===== src/rtl/apu_serial_mixer.sv =====
// Time-multiplexed audio mixer: one channel multiply-accumulate per cycle,
// saturated output with a result strobe and per-channel frame-event flags.
`timescale 1ns/1ps
module apu_serial_mixer #(
    parameter int NUM_CHANNELS = 4,
    parameter int SAMPLE_WIDTH = 9,
    parameter int VOLUME_WIDTH = 4,
    parameter int OUT_WIDTH    = 11
) (
    input  logic                                 i_clk,
    input  logic                                 i_rst_n,
    input  logic                                 i_sample_stb,
    input  logic [NUM_CHANNELS*SAMPLE_WIDTH-1:0] i_channels,
    input  logic [NUM_CHANNELS*VOLUME_WIDTH-1:0] i_volume,
    input  logic [NUM_CHANNELS-1:0]              i_mixer,
    input  logic [NUM_CHANNELS-1:0]              i_frame_pulse,
    output logic [OUT_WIDTH-1:0]                 o_sample,
    output logic                                 o_sample_stb,
    output logic                                 o_clip,
    output logic                                 o_busy,
    output logic                                 o_overrun,
    output logic [NUM_CHANNELS-1:0]              o_frame_flags
);
    localparam int ACC_W = SAMPLE_WIDTH + VOLUME_WIDTH + $clog2(NUM_CHANNELS) + 1;
    localparam int IDX_W = (NUM_CHANNELS > 1) ? $clog2(NUM_CHANNELS) : 1;
    localparam int MIX_W = ACC_W - VOLUME_WIDTH;
    localparam int CMP_W = ((MIX_W > OUT_WIDTH) ? MIX_W : OUT_WIDTH) + 1;
    localparam logic [CMP_W-1:0] MAX_EXT = CMP_W'({OUT_WIDTH{1'b1}});
    localparam logic [IDX_W-1:0] LAST_IDX = IDX_W'(NUM_CHANNELS - 1);

    localparam logic [1:0] ST_IDLE   = 2'd0;
    localparam logic [1:0] ST_ACCUM  = 2'd1;
    localparam logic [1:0] ST_OUTPUT = 2'd2;

    logic [1:0]                          state_q, state_d;
    logic [IDX_W-1:0]                    idx_q, idx_d;
    logic [ACC_W-1:0]                    acc_q, acc_d;
    logic [NUM_CHANNELS*SAMPLE_WIDTH-1:0] chan_snap_q, chan_snap_d;
    logic [NUM_CHANNELS*VOLUME_WIDTH-1:0] vol_snap_q, vol_snap_d;
    logic [NUM_CHANNELS-1:0]             en_snap_q, en_snap_d;
    logic [NUM_CHANNELS-1:0]             pending_q, pending_d;
    logic [NUM_CHANNELS-1:0]             flags_q, flags_d;
    logic [OUT_WIDTH-1:0]                sample_q, sample_d;
    logic                                clip_q, clip_d;
    logic                                sample_stb_q, sample_stb_d;
    logic                                overrun_q, overrun_d;

    logic [SAMPLE_WIDTH-1:0] chan_arr [NUM_CHANNELS];
    logic [VOLUME_WIDTH-1:0] vol_arr  [NUM_CHANNELS];
    logic [VOLUME_WIDTH:0]   vol_p1;
    logic [ACC_W-1:0]        term;
    logic [CMP_W-1:0]        mix_ext;

    genvar gi;
    generate
        for (gi = 0; gi < NUM_CHANNELS; gi++) begin : g_unpack
            assign chan_arr[gi] = chan_snap_q[gi*SAMPLE_WIDTH +: SAMPLE_WIDTH];
            assign vol_arr[gi]  = vol_snap_q[gi*VOLUME_WIDTH +: VOLUME_WIDTH];
        end
    endgenerate

    always_comb begin
        state_d      = state_q;
        idx_d        = idx_q;
        acc_d        = acc_q;
        chan_snap_d  = chan_snap_q;
        vol_snap_d   = vol_snap_q;
        en_snap_d    = en_snap_q;
        flags_d      = flags_q;
        sample_d     = sample_q;
        clip_d       = clip_q;
        sample_stb_d = 1'b0;
        overrun_d    = 1'b0;
        pending_d    = pending_q | i_frame_pulse;

        // Volume v scales by (v+1)/2^VOLUME_WIDTH; the divide happens once, after summing.
        vol_p1  = {1'b0, vol_arr[idx_q]} + (VOLUME_WIDTH+1)'(1);
        term    = en_snap_q[idx_q] ? ACC_W'(chan_arr[idx_q]) * ACC_W'(vol_p1) : '0;
        mix_ext = CMP_W'(acc_q[ACC_W-1:VOLUME_WIDTH]);

        case (state_q)
            ST_IDLE: begin
                if (i_sample_stb) begin
                    chan_snap_d = i_channels;
                    vol_snap_d  = i_volume;
                    en_snap_d   = i_mixer;
                    acc_d       = '0;
                    idx_d       = '0;
                    state_d     = ST_ACCUM;
                end
            end
            ST_ACCUM: begin
                overrun_d = i_sample_stb;
                acc_d     = acc_q + term;
                idx_d     = idx_q + IDX_W'(1);
                if (idx_q == LAST_IDX) begin
                    state_d = ST_OUTPUT;
                end
            end
            ST_OUTPUT: begin
                overrun_d = i_sample_stb;
                if (mix_ext > MAX_EXT) begin
                    sample_d = '1;
                    clip_d   = 1'b1;
                end else begin
                    sample_d = mix_ext[OUT_WIDTH-1:0];
                    clip_d   = 1'b0;
                end
                // This cycle's pulses are reported now rather than carried over.
                flags_d      = pending_q | i_frame_pulse;
                pending_d    = '0;
                sample_stb_d = 1'b1;
                state_d      = ST_IDLE;
            end
            default: begin
                state_d = ST_IDLE;
            end
        endcase
    end

    always_ff @(posedge i_clk) begin
        if (!i_rst_n) begin
            state_q      <= ST_IDLE;
            idx_q        <= '0;
            acc_q        <= '0;
            chan_snap_q  <= '0;
            vol_snap_q   <= '0;
            en_snap_q    <= '0;
            pending_q    <= '0;
            flags_q      <= '0;
            sample_q     <= '0;
            clip_q       <= 1'b0;
            sample_stb_q <= 1'b0;
            overrun_q    <= 1'b0;
        end else begin
            state_q      <= state_d;
            idx_q        <= idx_d;
            acc_q        <= acc_d;
            chan_snap_q  <= chan_snap_d;
            vol_snap_q   <= vol_snap_d;
            en_snap_q    <= en_snap_d;
            pending_q    <= pending_d;
            flags_q      <= flags_d;
            sample_q     <= sample_d;
            clip_q       <= clip_d;
            sample_stb_q <= sample_stb_d;
            overrun_q    <= overrun_d;
        end
    end

    assign o_sample      = sample_q;
    assign o_sample_stb  = sample_stb_q;
    assign o_clip        = clip_q;
    assign o_busy        = (state_q != ST_IDLE);
    assign o_overrun     = overrun_q;
    assign o_frame_flags = flags_q;

endmodule


===== config.mk =====
export PLATFORM = sky130hd
export DESIGN_NAME = apu_serial_mixer
export DESIGN_NICKNAME = d
export VERILOG_FILES = /design/src/rtl/apu_serial_mixer.sv
export SDC_FILE = /design/constraint.sdc
export NUM_CORES = 1
export LEC_CHECK = 0
export ABC_AREA = 1
export ABC_CLOCK_PERIOD_IN_PS = 8150
export CAP_MARGIN = 20
export CORE_ASPECT_RATIO = 1.75
export CORE_UTILIZATION = 45
export DETAILED_ROUTE_END_ITERATION = 16
export GPL_TIMING_DRIVEN = 0
export MAX_ROUTING_LAYER = met4
export PLACE_DENSITY_LB_ADDON = 0.1
export SLEW_MARGIN = 20
export SYNTH_ARGS = -nofsm -noshare
export SYNTH_HDL_FRONTEND = slang
export SYNTH_SLANG_ARGS = --single-unit

===== constraint.sdc =====
create_clock -name i_clk -period 8.15 [get_ports i_clk]
set_input_delay 1.63 -clock i_clk [delete_from_list [all_inputs] [get_ports i_clk]]
set_output_delay 1.63 -clock i_clk [all_outputs]
set_load 0.02 [all_outputs]

Word level (Yosys, flattened, before mapping)
Cells that the tools add are included.
W data, S select, Z words.
{"block": "totals", "ff_bits": 98, "input_bits": 63, "output_inout_bits": 19, "elab_cells": 55}
{"block": "op_classes", "addsub": 3, "multipliers": 1, "magnitude_cmp": 3, "eq_ne": 5, "muxes": 19, "n_bitwise": 3, "reduce_logical": 9}
{"cell": "$pmux W16 S2", "count": 1}
{"cell": "$bmux W9 S2", "count": 1}
{"cell": "$mux W9", "count": 2}
{"cell": "$add A16 B14 Y16", "count": 1}
{"cell": "$mux W16", "count": 1}
{"cell": "$mul A9 B5 Y14", "count": 1}
{"cell": "$mux W14", "count": 1}
{"cell": "$gt A12 B11 Y1 const B", "count": 1}
{"cell": "$mux W11", "count": 1}
{"cell": "$bmux W4 S2", "count": 1}
{"cell": "$mux W4", "count": 2}
{"cell": "$pmux W2 S2", "count": 2}
{"cell": "$reduce_and A2 Y1", "count": 4}
{"cell": "$mux W2", "count": 3}
{"cell": "$add A4 B1 Y5 const B", "count": 1}
{"cell": "$eq A2 B2 Y1 const B", "count": 2}
{"cell": "$ne A2 B2 Y1 const B", "count": 2}
{"cell": "$or A4 B4 Y4", "count": 1}
{"cell": "$reduce_bool A2 Y1", "count": 2}
{"cell": "$reduce_or A2 Y1", "count": 2}
{"cell": "$ge A3 B3 Y1 const B", "count": 1}
{"cell": "$lt A2 B3 Y1 const B", "count": 1}
{"cell": "$mux W1", "count": 3}
{"cell": "$not A2 Y3", "count": 1}
{"cell": "5 further kinds", "count": 5}

Depth between registers and ports, before layout
{"block": "logic_depth", "ltp_word": 9, "depth_mapped": 36}

Least setup slack after synthesis
Ideal clock, no wire load.
{"block": "synth_timing", "kind": "reg-to-reg", "from": "register idx_q[1]", "to": "register acc_q[14]", "arrival_time_ns": 5.180, "setup_slack_ns": 2.855, "path_stages_with_launch": 29, "n_path_buf": 0, "path_cell_list": "dfxtp_1 -> inv_1 -> a21oi_1 -> a32oi_4 -> ha_1 -> inv_1 -> nor2_1 -> nand2_1 -> or2_1 -> fa_1 -> fa_1 -> fa_1 -> inv_1 -> ha_1 -> a21oi_1 -> o21ai_0 -> nor2_1 -> o21ai_0 -> nand2_1 -> nand2_1 -> nor2_1 -> ha_1 -> nand2_1 -> nor2_1 -> nor2_1 -> nor2b_1 -> nand2_1 -> a21oi_1 -> nor2_1"}
{"block": "synth_between", "elab_chain_cells": 9, "elab_cells_between_ends": 14, "classes_between": "2 x add/sub; 1 x mul; 10 x mux; 1 x bitwise"}
{"item": "start, declared", "line": "36", "source": "logic [IDX_W-1:0] idx_q, idx_d;"}
{"item": "start signal, assigned", "line": "137", "source": "idx_q <= idx_d;"}
{"item": "$not A2 Y3 (not written as such)", "line": "77, 78"}
{"item": "$bmux W4 S2", "line": "77", "source": "vol_p1 = {1'b0, vol_arr[idx_q]} + (VOLUME_WIDTH+1)'(1);"}
{"item": "$mux W4 (not written as such) (2 in series)", "line": "77"}
{"item": "$add A4 B1 Y5", "line": "77"}
{"item": "$mul A9 B5 Y14", "line": "78", "source": "term = en_snap_q[idx_q] ? ACC_W'(chan_arr[idx_q]) * ACC_W'(vol_p1) : '0;"}
{"item": "$mux W14 *", "line": "78"}
{"item": "$add A16 B14 Y16 *", "line": "94", "source": "acc_d = acc_q + term;"}
{"item": "$pmux W16 S2 *", "line": "81", "source": "case (state_q)"}
{"item": "end signal, assigned", "line": "125", "source": "acc_q <= '0;"}
{"item": "end signal, assigned", "line": "138", "source": "acc_q <= acc_d;"}
{"item": "end, declared", "line": "37", "source": "logic [ACC_W-1:0] acc_q, acc_d;"}
Every way passes the cells marked *; elsewhere a longest branch is shown, timed or not. The select of a mux whose other input is x is not followed.
A chain may end at the register's enable or synchronous reset.

Worst setup path after layout
{"block": "layout_timing", "from": "register idx_q[1]", "to": "register acc_q[13]"}
The elaborated chain is that of the path after synthesis.

==> impl_metrics.csv <==
group,metric,value,unit
cts,clock_latency,0.36,ns
final_layout,syn_to_final_growth,21.3,%
routing,drc,0,
worst_setup_path,r2r_setup_slack,1.80,ns
power,finalPower,1.51,mW
synth,syn_inst,903,
power,max-vdd-ir-drop,125,uV
global_route,grt.total_usage,24.8,%
global_route,grt-ovfl-total,0,
floorplanning,core_area,13500,sq um
status,status,"complete, no violations",
routing,routed_wl,16300,microns
routing,vias,5902,
routing,antenna_left,0,
placed_design,finalWeightedCongestion,0.909,
sta,slew-limit-headroom,62.7,%
power,p_leak,3.38,nW
synth,synth-seq-cells,98,
synth,yosys.area.top_type,"dfxtp_1",
worst_hold_path,holdPathStages,2,
global_route,grt_antenna_before_repair,0,
global_route,grt_start_max_net_pins,20,
cts,root_buffer,"clkbuf_16",
floorplanning,placementRows,56,
sta,finalCritPeriodShare,77.9,%
cts,htree_levels,3,
worst_setup_path,rr_startpoint,"idx_q[1]$_SDFFE_PN0P_",
power,power.density,199,nW/um^2
synth,yosysWarnings,0,
worst_hold_path,hold_path_class,"reg -> reg",
worst_setup_path,worstRegToRegCells,26,
sta,fmax,0.157,GHz
cts,cts_resized,0,
sta,drv_slew,0,
placed_design,place_hpwl,13400,microns
floorplanning,die-area,14400,sq um
sta,totalNegativeSetupSlack,0,ns
floorplanning,start_util,46.5,%
routing,firstDrtPassIters,4,
flow_run,maxCapViolCount,0,
sta,rsz0062_at_grt,"no",
global_route,grt_first_pass_wirelength,27000,microns
sta,skew,0.0104,ns
sta,hold_viol_final,0,
cts,cts_setup_buffers,0,
final_layout,nets,1121,
sta,tightest_slew,0.559,ns
synth,syn_avg_cell_area,6.93,sq um
sta,setup_viol,0,
worst_setup_path,cp_max_fo,8,
routing,first_iter_violations,153,
placed_design,placedCellCount,1158,
worst_setup_path,critPathCaptureType,"register",
final_layout,drive_gt1_share,5.20,%
placed_design,portBuffers,81,
final_layout,multi_input_area,3700,sq um
global_route,grt_pass1_vias,5764,
synth,ys_seq_area_share,31.3,%
cts,path_clk_slew,0.08,ns
cts,cts_buffer_depth,2,
worst_setup_path,reg2reg_to,"acc_q[13]$_SDFFE_PN0P_",
floorplanning,chipHeight,158,microns
cts,numCtsBuffers,9,
cts,cts_tree,"yes",
cts,clock-sinks,98,
routing,viasPerCell,5.03,
worst_setup_path,required,8.43,ns
synth,syn-num-nets,1029,
final_layout,fin_util,56.4,%
cts,holdBufCountCts,0,
final_layout,fillers,1413,
floorplanning,die_x,91.2,microns
synth,synth.area.top_cells,"dfxtp_1, nor2_1, nand2_1",
final_layout,stdcell_count,1174,
final_layout,regArea,1960,sq um
worst_hold_path,min_from,"o_sample[4]$_SDFFE_PN0P_",
synth,synth_area,6260,sq um
sta,period_minus_slack,6.35,ns
synth,synth_top_area_share,31.3,%
worst_hold_path,min_to,"o_sample[4]$_SDFFE_PN0P_",
floorplanning,ioPinCount,82,
worst_setup_path,startpoint_type,"register",
final_layout,diodes,0,
worst_setup_path,critPathArrivalTime,6.63,ns
routing,wl_per_cell,13.9,microns
worst_setup_path,critical_path_class,"reg -> reg",
synth,synthDistinctLibCells,36,
## cell type report
cell class,instances,area share (%)
flip-flops and latches,98,25.8
inverters,118,5.83
clock inverters,6,0.873
well taps,174,2.87
plain buffers,30,2.03
clock buffers,10,3.15
repair buffers,81,10.7
multi-input cells,657,48.7
## worst max-delay path by stage
stage                          startpoint                     end  slack, ns  cells after the start
floorplan           idx_q[1]$_SDFFE_PN0P_  acc_q[14]$_SDFFE_PN0P_       2.85                     28
global placement    idx_q[1]$_SDFFE_PN0P_  acc_q[13]$_SDFFE_PN0P_       1.84                     25
detailed placement  idx_q[1]$_SDFFE_PN0P_  acc_q[13]$_SDFFE_PN0P_       1.81                     26
CTS                 idx_q[1]$_SDFFE_PN0P_  acc_q[13]$_SDFFE_PN0P_       1.78                     26
global route        idx_q[1]$_SDFFE_PN0P_  acc_q[13]$_SDFFE_PN0P_       1.29                     29
finish              idx_q[1]$_SDFFE_PN0P_  acc_q[13]$_SDFFE_PN0P_       1.80                     26
## stage by stage
step	instance area, sq um	hold WS [ns]	setup slack, ns
after floorplan	6260	0.430	2.85
after global placement	7290	0.447	1.84
after detailed placement	7290	0.445	1.81
after CTS	7590	0.469	1.78
after global routing	7590	0.482	1.29
final	7590	0.467	1.80
## cell families after synthesis
| kind of cell | count (synthesis) | synth area share [%] |
|---|---|---|
| XOR/XNOR | 4 | 0.560 |
| AND/OR/NAND/NOR | 412 | 26.8 |
| flip-flops | 98 | 31.3 |
| adder cells (fa/ha/maj) | 63 | 15.2 |
| AO/OA/AOI/OAI | 178 | 16.5 |
| buffers and inverters | 148 | 9.53 |
## metal layers
| layer | up-vias | GRT usage, % | wire length [microns] |
|---|---|---|---|
| met5 | - | - | 0 |
| met4 | 0 | 11.5 | 639 |
| met3 | 31 | 3.46 | 283 |
| met2 | 91 | 49.5 | 9390 |
| met1 | 2695 | 22.7 | 6010 |
| li1 | 3085 | - | - |
## power breakdown
group / switching, mW / total, mW / internal, mW
clock: 0.213 / 0.439 / 0.226
sequential: 0.0273 / 0.556 / 0.529
combinational: 0.319 / 0.515 / 0.195
## Yosys cell counts (all sizes together)
library cell and n:
o31ai 1, or2 17, nand3 42, clkbuf 21, ha 41, buf 9
o21bai 1, a21oi 58, nor2 179, a32oi 7, a32o 3, nor2b 1
dfxtp 98, o21a 1, xor2 3, nand2 159, xnor2 1, o21ai 101
clkinv 2, o22ai 6, inv 116, nand4 7, nand3b 2, nor3 5
fa 22
## cells in the final DEF (no fill, tap or decap), types with 2 or more instances in the layout
| master | count |
|---|---|
| xor2_1 | 3 |
| buf_2 | 3 |
| o21ai_0 | 97 |
| inv_2 | 6 |
| nand3_1 | 42 |
| nand4_1 | 7 |
| dfxtp_1 | 98 |
| nor2_1 | 179 |
| a32o_1 | 3 |
| clkbuf_16 | 9 |
| o22ai_1 | 4 |
| clkbuf_1 | 21 |
| buf_6 | 4 |
| o22ai_2 | 2 |
| a32oi_2 | 3 |
| fa_1 | 22 |
| a32oi_4 | 2 |
| nand3b_1 | 2 |
| nand2_1 | 158 |
| ha_1 | 41 |
| inv_8 | 3 |
| a21oi_1 | 57 |
| nor3_1 | 5 |
| or2_1 | 5 |
| clkinv_1 | 2 |
| clkdlybuf4s50_1 | 81 |
| a32oi_1 | 2 |
| or2_2 | 11 |
| inv_1 | 110 |
| o21ai_1 | 4 |
| buf_4 | 2 |
## worst max-delay path: stages, from the launching register on
cell and delay (ns):
dfxtp_1 0.56, inv_1 0.24, a32oi_4 0.39, ha_1 0.21, inv_1 0.05, nor2_1 0.13, nand2_1 0.24, or2_1 0.33
fa_1 0.52, fa_1 0.52, fa_1 0.54, inv_1 0.04, ha_1 0.35, inv_1 0.08, nor3_1 0.30, nand3_1 0.13
nand3_1 0.11, xor2_1 0.20, nor2_1 0.12, ha_1 0.39, a21oi_1 0.23, nand2_1 0.08, a21oi_1 0.17, nand2_1 0.07
nand2_1 0.06, nand3_1 0.07, a21oi_1 0.15
## registers in the layout, indices dropped and copies added, names as in the netlist
name and count:
acc_q 16, chan_snap_q 36, en_snap_q 4, idx_q 2, o_clip 1, o_frame_flags 4
o_overrun 1, o_sample 11, o_sample_stb 1, pending_q 4, state_q 2, vol_snap_q 16
Note: power is estimated with default switching activity, not from simulation.
